`config.mk`:
```
export PLATFORM = sky130hd
export DESIGN_NAME = mem_port_arbiter
export DESIGN_NICKNAME = d
export VERILOG_FILES = /design/src/rtl/mem_port_arbiter.sv
export SDC_FILE = /design/constraint.sdc
export NUM_CORES = 1
export LEC_CHECK = 0
export ABC_AREA = 1
export CORE_MARGIN = 2
export CORE_UTILIZATION = 35
export CTS_CLUSTER_SIZE = 25
export DETAILED_ROUTE_END_ITERATION = 8
export PLACE_DENSITY = 0.81
export SETUP_SLACK_MARGIN = 0.5
export SLEW_MARGIN = 20
export SYNTH_ARGS = -nofsm -noshare
export SYNTH_HDL_FRONTEND = slang
export SYNTH_SLANG_ARGS = --single-unit
```
`constraint.sdc`:
```
create_clock -name clk -period 1.4 [get_ports clk]
set_input_delay 0.14 -clock clk [delete_from_list [all_inputs] [get_ports clk]]
set_output_delay 0.14 -clock clk [all_outputs]
set_load 0.1 [all_outputs]
```
`src/rtl/mem_port_arbiter.sv`:
```
`timescale 1ns/1ps
// Shares a single-port synchronous RAM between instruction fetch (IF) and load/store (D).
// Grants one access per cycle and routes each read return to the requester that issued it.
module mem_port_arbiter #(
    parameter int AW       = 8,
    parameter int DW       = 16,
    parameter int MEM_LAT  = 1,
    parameter int ARB_MODE = 0
) (
    input  logic          clk,
    input  logic          pcrst,
    input  logic          if_req,
    input  logic [AW-1:0] if_addr,
    output logic          if_gnt,
    output logic          if_rvalid,
    output logic [DW-1:0] if_rdata,
    input  logic          d_req,
    input  logic          d_we,
    input  logic [AW-1:0] d_addr,
    input  logic [DW-1:0] d_wdata,
    output logic          d_gnt,
    output logic          d_rvalid,
    output logic [DW-1:0] d_rdata,
    output logic          mem_en,
    output logic          mem_we,
    output logic [AW-1:0] mem_addr,
    output logic [DW-1:0] mem_wdata,
    input  logic [DW-1:0] mem_rdata
);

    logic               r_pref_d;
    logic [MEM_LAT-1:0] r_tag_vld;
    logic [MEM_LAT-1:0] r_tag_own;
    logic [DW-1:0]      r_if_rdata;
    logic [DW-1:0]      r_d_rdata;

    logic w_contend;
    logic w_if_win;
    logic w_d_win;
    logic w_rd_issue;
    logic w_ret_vld;
    logic w_ret_d;

    // Grant: combinational, gated by reset so nothing reaches the RAM while held in reset
    always_comb begin
        w_contend = if_req & d_req;
        w_if_win  = 1'b0;
        w_d_win   = 1'b0;
        if (pcrst) begin
            if (w_contend) begin
                w_d_win  = (ARB_MODE == 1) ? 1'b1 : r_pref_d;
                w_if_win = ~w_d_win;
            end else begin
                w_if_win = if_req;
                w_d_win  = d_req;
            end
        end
    end

    assign if_gnt = w_if_win;
    assign d_gnt  = w_d_win;

    always_comb begin
        mem_en    = w_if_win | w_d_win;
        mem_we    = w_d_win & d_we;
        mem_addr  = '0;
        mem_wdata = '0;
        if (w_d_win) begin
            mem_addr  = d_addr;
            mem_wdata = d_wdata;
        end else if (w_if_win) begin
            mem_addr  = if_addr;
        end
    end

    assign w_rd_issue = w_if_win | (w_d_win & ~d_we);

    // Round-robin pointer: only a contended grant moves it, towards the loser
    always_ff @(posedge clk or negedge pcrst) begin
        if (!pcrst) begin
            r_pref_d <= 1'b1;
        end else if (w_contend) begin
            r_pref_d <= ~w_d_win;
        end
    end

    // Tag pipeline: stage 0 tracks the access granted this cycle, last stage lines up with mem_rdata
    always_ff @(posedge clk or negedge pcrst) begin
        if (!pcrst) begin
            r_tag_vld <= '0;
            r_tag_own <= '0;
        end else begin
            r_tag_vld[0] <= w_rd_issue;
            r_tag_own[0] <= w_d_win;
            for (int i = 1; i < MEM_LAT; i++) begin
                r_tag_vld[i] <= r_tag_vld[i-1];
                r_tag_own[i] <= r_tag_own[i-1];
            end
        end
    end

    assign w_ret_vld = r_tag_vld[MEM_LAT-1];
    assign w_ret_d   = r_tag_own[MEM_LAT-1];
    assign if_rvalid = w_ret_vld & ~w_ret_d;
    assign d_rvalid  = w_ret_vld & w_ret_d;

    // Return: owner sees mem_rdata in the return cycle, each side otherwise shows its last return
    always_ff @(posedge clk or negedge pcrst) begin
        if (!pcrst) begin
            r_if_rdata <= '0;
            r_d_rdata  <= '0;
        end else begin
            if (if_rvalid) r_if_rdata <= mem_rdata;
            if (d_rvalid)  r_d_rdata  <= mem_rdata;
        end
    end

    assign if_rdata = if_rvalid ? mem_rdata : r_if_rdata;
    assign d_rdata  = d_rvalid  ? mem_rdata : r_d_rdata;

endmodule

```
==> results of run 1 <==
## logic make-up after synthesis
| logic type | after synthesis | synth area share, % |
|---|---|---|
| AOI/OAI and AO/OA | 33 | 10.2 |
| buffers and inverters | 48 | 12.3 |
| and+or+nand+nor | 86 | 23.6 |
| DFF | 35 | 54.0 |
## stage by stage
stage | setup WS (ns) | hold WS [ns] | utilization, % | std cells | TNS, ns
after floorplan | -0.194 | -0.156 | - | 202 | -4.14
after global placement | -0.155 | 0.291 | 94.0 | 376 | -2.38
after detailed placement | -0.237 | 0.306 | 94.0 | 376 | -3.67
## cells in the mapped netlist
cell type	count	area, µm²
nand2_2	1	6.26
nand3_1	16	80.1
nor2_2	9	56.3
inv_1	38	143
o21ai_0	32	160
a21oi_1	1	5.00
clkinv_4	1	8.76
dfstp_2	1	26.3
buf_6	1	11.3
dfrtp_1	34	851
clkbuf_2	2	10.0
buf_2	4	20.0
nand2_4	2	22.5
clkinv_1	1	3.75
nand2_1	48	180
nor2_1	10	37.5
inv_2	1	3.75
==> qor.yml, run 1 <==
placed_area_um2: 4150
num_rows: 24
io_pins: 115
tool.error: "[ERROR DPL-0038] Utilization greater than 100%, impossible to legalize"
ctsResizeCount: 83
io_buffers: 114
cts_hold_buf: 1
clockRootBuffer: "clkbuf_8"
haltStage: "4_1_cts"
synthCells: 202
outcome: "aborted with a tool error"
clk_path_buf_depth: 2
cts_setup_buffers: 9
dpl.hpwl_um: 5860
synth_cell_types: 17
start_util_pct: 36.8
numCtsBuffers: 5
cts.sinks: 35
yosysSeqAreaShare_pct: 54.0
ys_ff_latch: 35
synth_warnings: 0
syn_nets: 255
postSynthAreaPerCell_um2: 8.05
syn-cell-area_um2: 1630
die_h_um: 72.1
die-width_um: 72.1
htreeDepth: 2
place_congestion: 0.750
==> run 2, diff against run 1 <==
Settings changed: CORE_UTILIZATION 35 to 28, CTS_CLUSTER_SIZE 25 to unset, PLACE_DENSITY 0.81 to unset, PLACE_DENSITY_LB_ADDON set to 0.15, SETUP_SLACK_MARGIN 0.5 to unset.
==> qor.yml, run 2 <==
outcome: "finished, violations left"
violations: "setup timing"
clk_pin_slew_ns: 0.08
antenna_found_initial: 0
finalMaxSlewViolations: 0
die-width_um: 80.2  # +11%
hp-class: "input pin to flip-flop"
detail-route-antenna-nets: 0
synthCells: 202  # unchanged
stdcell_area_um2: 4760
vias: 1944
start_util_pct: 29.3  # -7.5 points
synth_warnings: 0  # unchanged
grt_pass1_vias: 2082
largestRegisters: "r_d_rdata x16, r_if_rdata x16"
synth_top_area_share_pct: 52.3  # unchanged
synth_compound_area_share_pct: 10.2  # unchanged
clk_latency_ns: 0.29
diodes: 0
ys_ff_latch: 35  # unchanged
synth_mux_area_share_pct: 0  # unchanged
die_h_um: 80.2  # +11%
p_per_area_nw_per_um2: 1520
yosys.area.top_type: "dfrtp_1"
postSynthAreaPerCell_um2: 8.05  # unchanged
cts_tree: "done"
grt_start_max_net_pins: 36
nets: 405
place_inst: 391  # +4.0%
io_buffers: 114  # unchanged
drv_cap: 0
grt_setup_unrepaired: "true"
num_rows: 27  # +13%
critPathKind: "flip-flop to output pin"
startpoint: "r_pref_d"
synth_cell_types: 17  # unchanged
reg2reg_from: "r_pref_d"
dieArea_um2: 6430
core-area_um2: 5540
drtPass1Iterations: 4
area_growth_pct: 193
yosys.area_share.xor_xnor_pct: 0  # unchanged
htreeDepth: 2  # unchanged
syn_nets: 255  # unchanged
vdd_drop_max_uv: 937
final_common_cell: "buf_12"
numCtsBuffers: 5  # unchanged
hold_viol_final: 0
wl_per_cell_um: 17.1
synth_area_leaders: "dfrtp_1, nand2_1, o21ai_0"
placed_area_um2: 4030  # -2.9%
path_max_fanout: 5
yosysMostFrequentCell: "nand2_1"
final_util_pct: 86.0
ys_async_sr_fraction_pct: 100  # unchanged
cp-start-kind: "flip-flop"
routed_wl_um: 7290
synth_edf_count: 0  # unchanged
synth_flop_cell: "dfrtp_1"
yosys.area_share.adder_pct: 0  # unchanged
io_pins: 115  # unchanged
max_clock_freq_mhz: 598
clockRootBuffer: "clkbuf_8"
drc: 0
pre_cts_ws_ns: -0.137  # +0.0991 ns
drtIter0Drc: 44
syn-cell-area_um2: 1630  # unchanged
cp.required_ns: 1.26
fill_cells: 269
cp.arrival_ns: 1.53
grt_usage_pct: 21.6
setup_tns_ns: -12.26
clock_skew_ns: 0.00529
cts.sinks: 35  # unchanged
worst_slack_ns: -0.274
post-route-period-util_pct: 120
finalNonFillerCells: 425
final_cell_mix: "buf_12, clkdlybuf4s50_1, inv_1, o21ai_4, dfrtp_1"
min_from: "pcrst"
synthTopCellsByCount: "nand2_1, inv_1, dfrtp_1"
vias_per_cell: 4.57
place_congestion: 0.745  # -0.76%
dpl.hpwl_um: 4450  # -24%
drive_gt1_share_pct: 61.2
endpoint_kind: "output pin"
yosysSeqAreaShare_pct: 54.0  # unchanged
synth_top_family_by_area: "simple AND/OR/NAND/NOR gates"
p_leak_uw: 0.00210
clk_path_buf_depth: 2  # unchanged
setup_viol: 61
worst_slew_pin_slew_ns: 0.447
synthSimpleGateAreaFrac_pct: 23.6  # unchanged
relSlewSlack_pct: 70.2
grt.overflow.total: 0
min_period_ns: 1.67
grt_pass1_wl_um: 10500
## run 2: report_power, final
group / switching [µW] / total [µW] / internal (µW)
clock network: 386 / 963 / 576
logic: 3060 / 4870 / 1810
registers: 153 / 1400 / 1250
## run 2: routing by layer
metal / track usage, % / wire length, µm / up-vias
li1: - / - / 919
met1: 24.1 / 2650 / 940
met2: 39.6 / 4080 / 78
met3: 7.30 / 486 / 7
met4: 4.58 / 70 / 0
met5: 0 / 0 / -
## run 2: timing repair
action	in CTS	in global routing
gates cloned	6	1
pin swaps	10	5
gates resized for setup	46	34
endpoints found under the hold margin	34	0
hold buffers	1	0
endpoints found under the setup margin	62	61
setup buffers	3	15
## run 2: layout make-up
cell class              count  area, µm²  share of cell area [%]
flip-flops and latches     35        880                    18.5
inverters                  41        171                    3.60
clock buffers               6       82.6                    1.73
well taps                  72       90.1                    1.89
clock inverters             2       35.0                   0.736
multi-input cells         122       1300                    27.3
repair buffers            147       2200                    46.3
## run 2: worst max-delay path, cell delays in order (launching register included)
cell and delay, ns:
dfstp_2 0.55, inv_2 0.07, nand2_8 0.10, buf_12 0.13
nand2_8 0.08, nor2_4 0.12, buf_12 0.18
## run 2: cells by family after synthesis
kind of cell,Yosys count
buffers and inverters,48
DFF,35
and+or+nand+nor,86
AOI/OAI and AO/OA,33
## run 2: final timing paths
| check | endpoint | slack, ns | depth (start not counted) |
|---|---|---|---|
| setup / recovery | mem_wdata[8] | -0.27 | 6 |
| hold / removal | r_pref_d | 0.42 | 5 |
| setup reg to reg | r_tag_own | 0.22 | 6 |
| hold reg to reg | r_if_rdata[0] | 0.52 | 2 |
| max in group asynchronous | r_pref_d | 0.51 | 3 |
| min in group asynchronous | r_if_rdata[1] | 0.55 | 3 |
## run 2: stage by stage
stage | total power [µW] | hold slack [ns]
global placement | 5730 | 0.302
floorplan | 4180 | -0.156
finish | 7240 | 0.421
global route | 7460 | 0.418
detailed placement | 5790 | 0.303
CTS | 6950 | 0.344
Power figures use the tool's default switching activity.
==> run 3, diff against run 2 <==
Settings changed: ABC_AREA 1 to unset.
Clock period 1.4 ns to 2 ns, I/O delays scaled along.
==> qor.yml, run 3 <==
outcome: "complete, no violations"
final_cell_mix: "buf_12, clkdlybuf4s50_1, dfrtp_1, mux2_2, nor3b_2"
reg2regPathDepth: 3  # -3
routed_wl_um: 4960  # -32%
synth_cell_types: 17  # unchanged
reg2reg_from: "r_tag_own"
syn_nets: 188  # -26%
vias_per_cell: 4.56  # -0.36%
hp-class: "input pin to asynchronous set/reset pin"
place_congestion: 0.793  # +6.5%
io_pins: 115  # unchanged
timing.critical_path.buf_inv: 2  # -1
synth_top_area_share_pct: 51.1  # -1.2 points
drc: 0  # unchanged
ys_ff_latch: 35  # unchanged
clk_latency_ns: 0.28  # about the same
relSlewSlack_pct: 64.0  # -6.1 points
hold_ws_ns: 0.0509  # -0.370 ns
endpoint_kind: "output pin"
antenna_found_initial: 0  # unchanged
htreeDepth: 2  # unchanged
clk_path_buf_depth: 2  # unchanged
critPathKind: "flip-flop to output pin"
dieArea_um2: 6580  # +2.3%
crit_path_top_delay_cell: "mux2_2"
cts_setup_buffers: 0  # -3
die-width_um: 81.1  # +1.1%
cts_tree: "done"
cts_hold_buf: 1  # unchanged
ctsResizeCount: 0  # -100%
synthCells: 135  # -33%
ys_async_sr_fraction_pct: 100  # unchanged
grt.overflow.total: 0  # unchanged
drtPass1Iterations: 4  # unchanged
detail-route-antenna-nets: 0  # unchanged
synthTopCellsByCount: "dfrtp_1, mux2_2, nor3b_1"
drive_gt1_share_pct: 56.1  # -5.1 points
numCtsBuffers: 5  # unchanged
grt_pass1_wl_um: 8140  # -23%
cp.required_ns: 1.80  # +0.54 ns
io_buffers: 114  # unchanged
vdd_drop_max_uv: 689  # -26%
max_clock_freq_mhz: 541
nets: 307  # -24%
grt_pass1_vias: 1662  # -20%
p_per_area_nw_per_um2: 1220  # -19%
critPathTopFamily: "buffers and inverters"
synth_warnings: 0  # unchanged
cts.sinks: 35  # unchanged
grt_setup_unrepaired: "false"
fill_cells: 426  # +58%
clock_skew_ns: 0.00310  # -0.00219 ns
hold_viol_final: 0  # unchanged
p_leak_uw: 0.00157  # -25%
area_growth_pct: 128
final_util_pct: 65.1  # -21 points
crit_chain: "nor2b_2, buf_4, mux2_2, buf_12"
grt_start_max_net_pins: 20  # -44%
setup_viol: 0  # -100%
yosysMostFrequentCell: "dfrtp_1"
synth_flop_cell: "dfrtp_1"
final_common_cell: "buf_12"
yosysSeqAreaShare_pct: 52.7  # -1.3 points
post-route-period-util_pct: 92.4
cp-start-kind: "flip-flop"
start_util_pct: 28.6  # -0.72 points
num_rows: 28  # +3.7%
regToRegSetupSlack_ns: 0.69  # +0.47 ns
clk_pin_slew_ns: 0.07  # about the same
vias: 1504  # -23%
syn-cell-area_um2: 1660  # +2.4%
largestRegisters: "r_d_rdata x16, r_if_rdata x16"
postSynthAreaPerCell_um2: 12.3  # +53%
cp.arrival_ns: 1.65  # +0.12 ns
yosys.area.top_type: "dfrtp_1"
cpPeakStageDelay_ns: 0.41  # -0.14 ns
synth_area_leaders: "dfrtp_1, mux2_2, nor3b_1"
drv_cap: 0  # unchanged
synth_edf_count: 0  # unchanged
finalMaxSlewViolations: 0  # unchanged
r2r_end: "r_if_rdata[0]"
diodes: 0  # unchanged
grt_usage_pct: 16.2  # -5.4 points
drtIter0Drc: 34  # -23%
worst_slew_pin_slew_ns: 0.537  # +0.0900 ns
core-area_um2: 5820  # +5.0%
clockRootBuffer: "clkbuf_8"
die_h_um: 81.1  # +1.1%
path_max_fanout: 17  # +12
wl_per_cell_um: 15.0  # -12%
min_period_ns: 1.85
dpl.hpwl_um: 4040  # -9.3%
[run 3: worst max path at each step]
stage,startpoint,to,cells after the start
2_1_floorplan,r_pref_d,mem_addr[5],4
3_3_place_gp,d_req,mem_wdata[8],4
3_5_place_dp,d_req,mem_wdata[8],4
4_1_cts,r_tag_own,if_rdata[15],4
5_1_grt,r_tag_own,d_rdata[1],3
6_report,r_tag_own,if_rdata[15],4
[run 3: metal layers]
metal / up-vias / part of all wire (%) / global-route usage, %
li1: 713 / - / -
met1: 705 / 38 / 18.7
met2: 79 / 49 / 26.9
met4: 0 / 1.4 / 5.59
met3: 7 / 12 / 7.00
met5: - / 0 / 0
[run 3: final cells by class]
type / instances / area (µm²) / share of cell area [%]
inverters: 3 / 11.3 / 0.297
repair buffers: 122 / 1820 / 48.0
clock inverters: 2 / 60.1 / 1.59
flip-flops and latches: 35 / 877 / 23.2
multi-input cells: 87 / 855 / 22.6
clock buffers: 6 / 72.6 / 1.92
well taps: 75 / 93.8 / 2.48
[run 3: cells by family (layout without fill, tap and decap cells)]
family          Yosys count  after routing  share of synthesized area, %
flops                    35             35                          52.7
mux                      32             32                          21.7
buf+inv                  13            133                          5.41
simple gates             44             44                          14.8
compound gates           11             11                          5.41
[run 3: power breakdown]
part	internal, µW	switching [µW]	leakage, µW
combinational	1050	1920	0.00109
sequential	881	42.7	0.000411
clock	498	243	0.0000654
[run 3: stage by stage]
stage               area (µm²)  std cells  TNS, ns  power (µW)  setup WS, ns
floorplan                 1820        135    -7.37        2810        -0.358
global placement          3650        321        0        3910         0.184
detailed placement        3650        321        0        3930         0.162
CTS                       3790        330        0        4690         0.125
global route              3790        330        0        4790        0.0584
finish                    3790        330        0        4640         0.152
[run 3: worst reg2reg max path: stages (launching register included)]
cell,delay (ns)
dfrtp_1,0.39
nor2b_2,0.10
buf_4,0.27
mux2_2,0.42
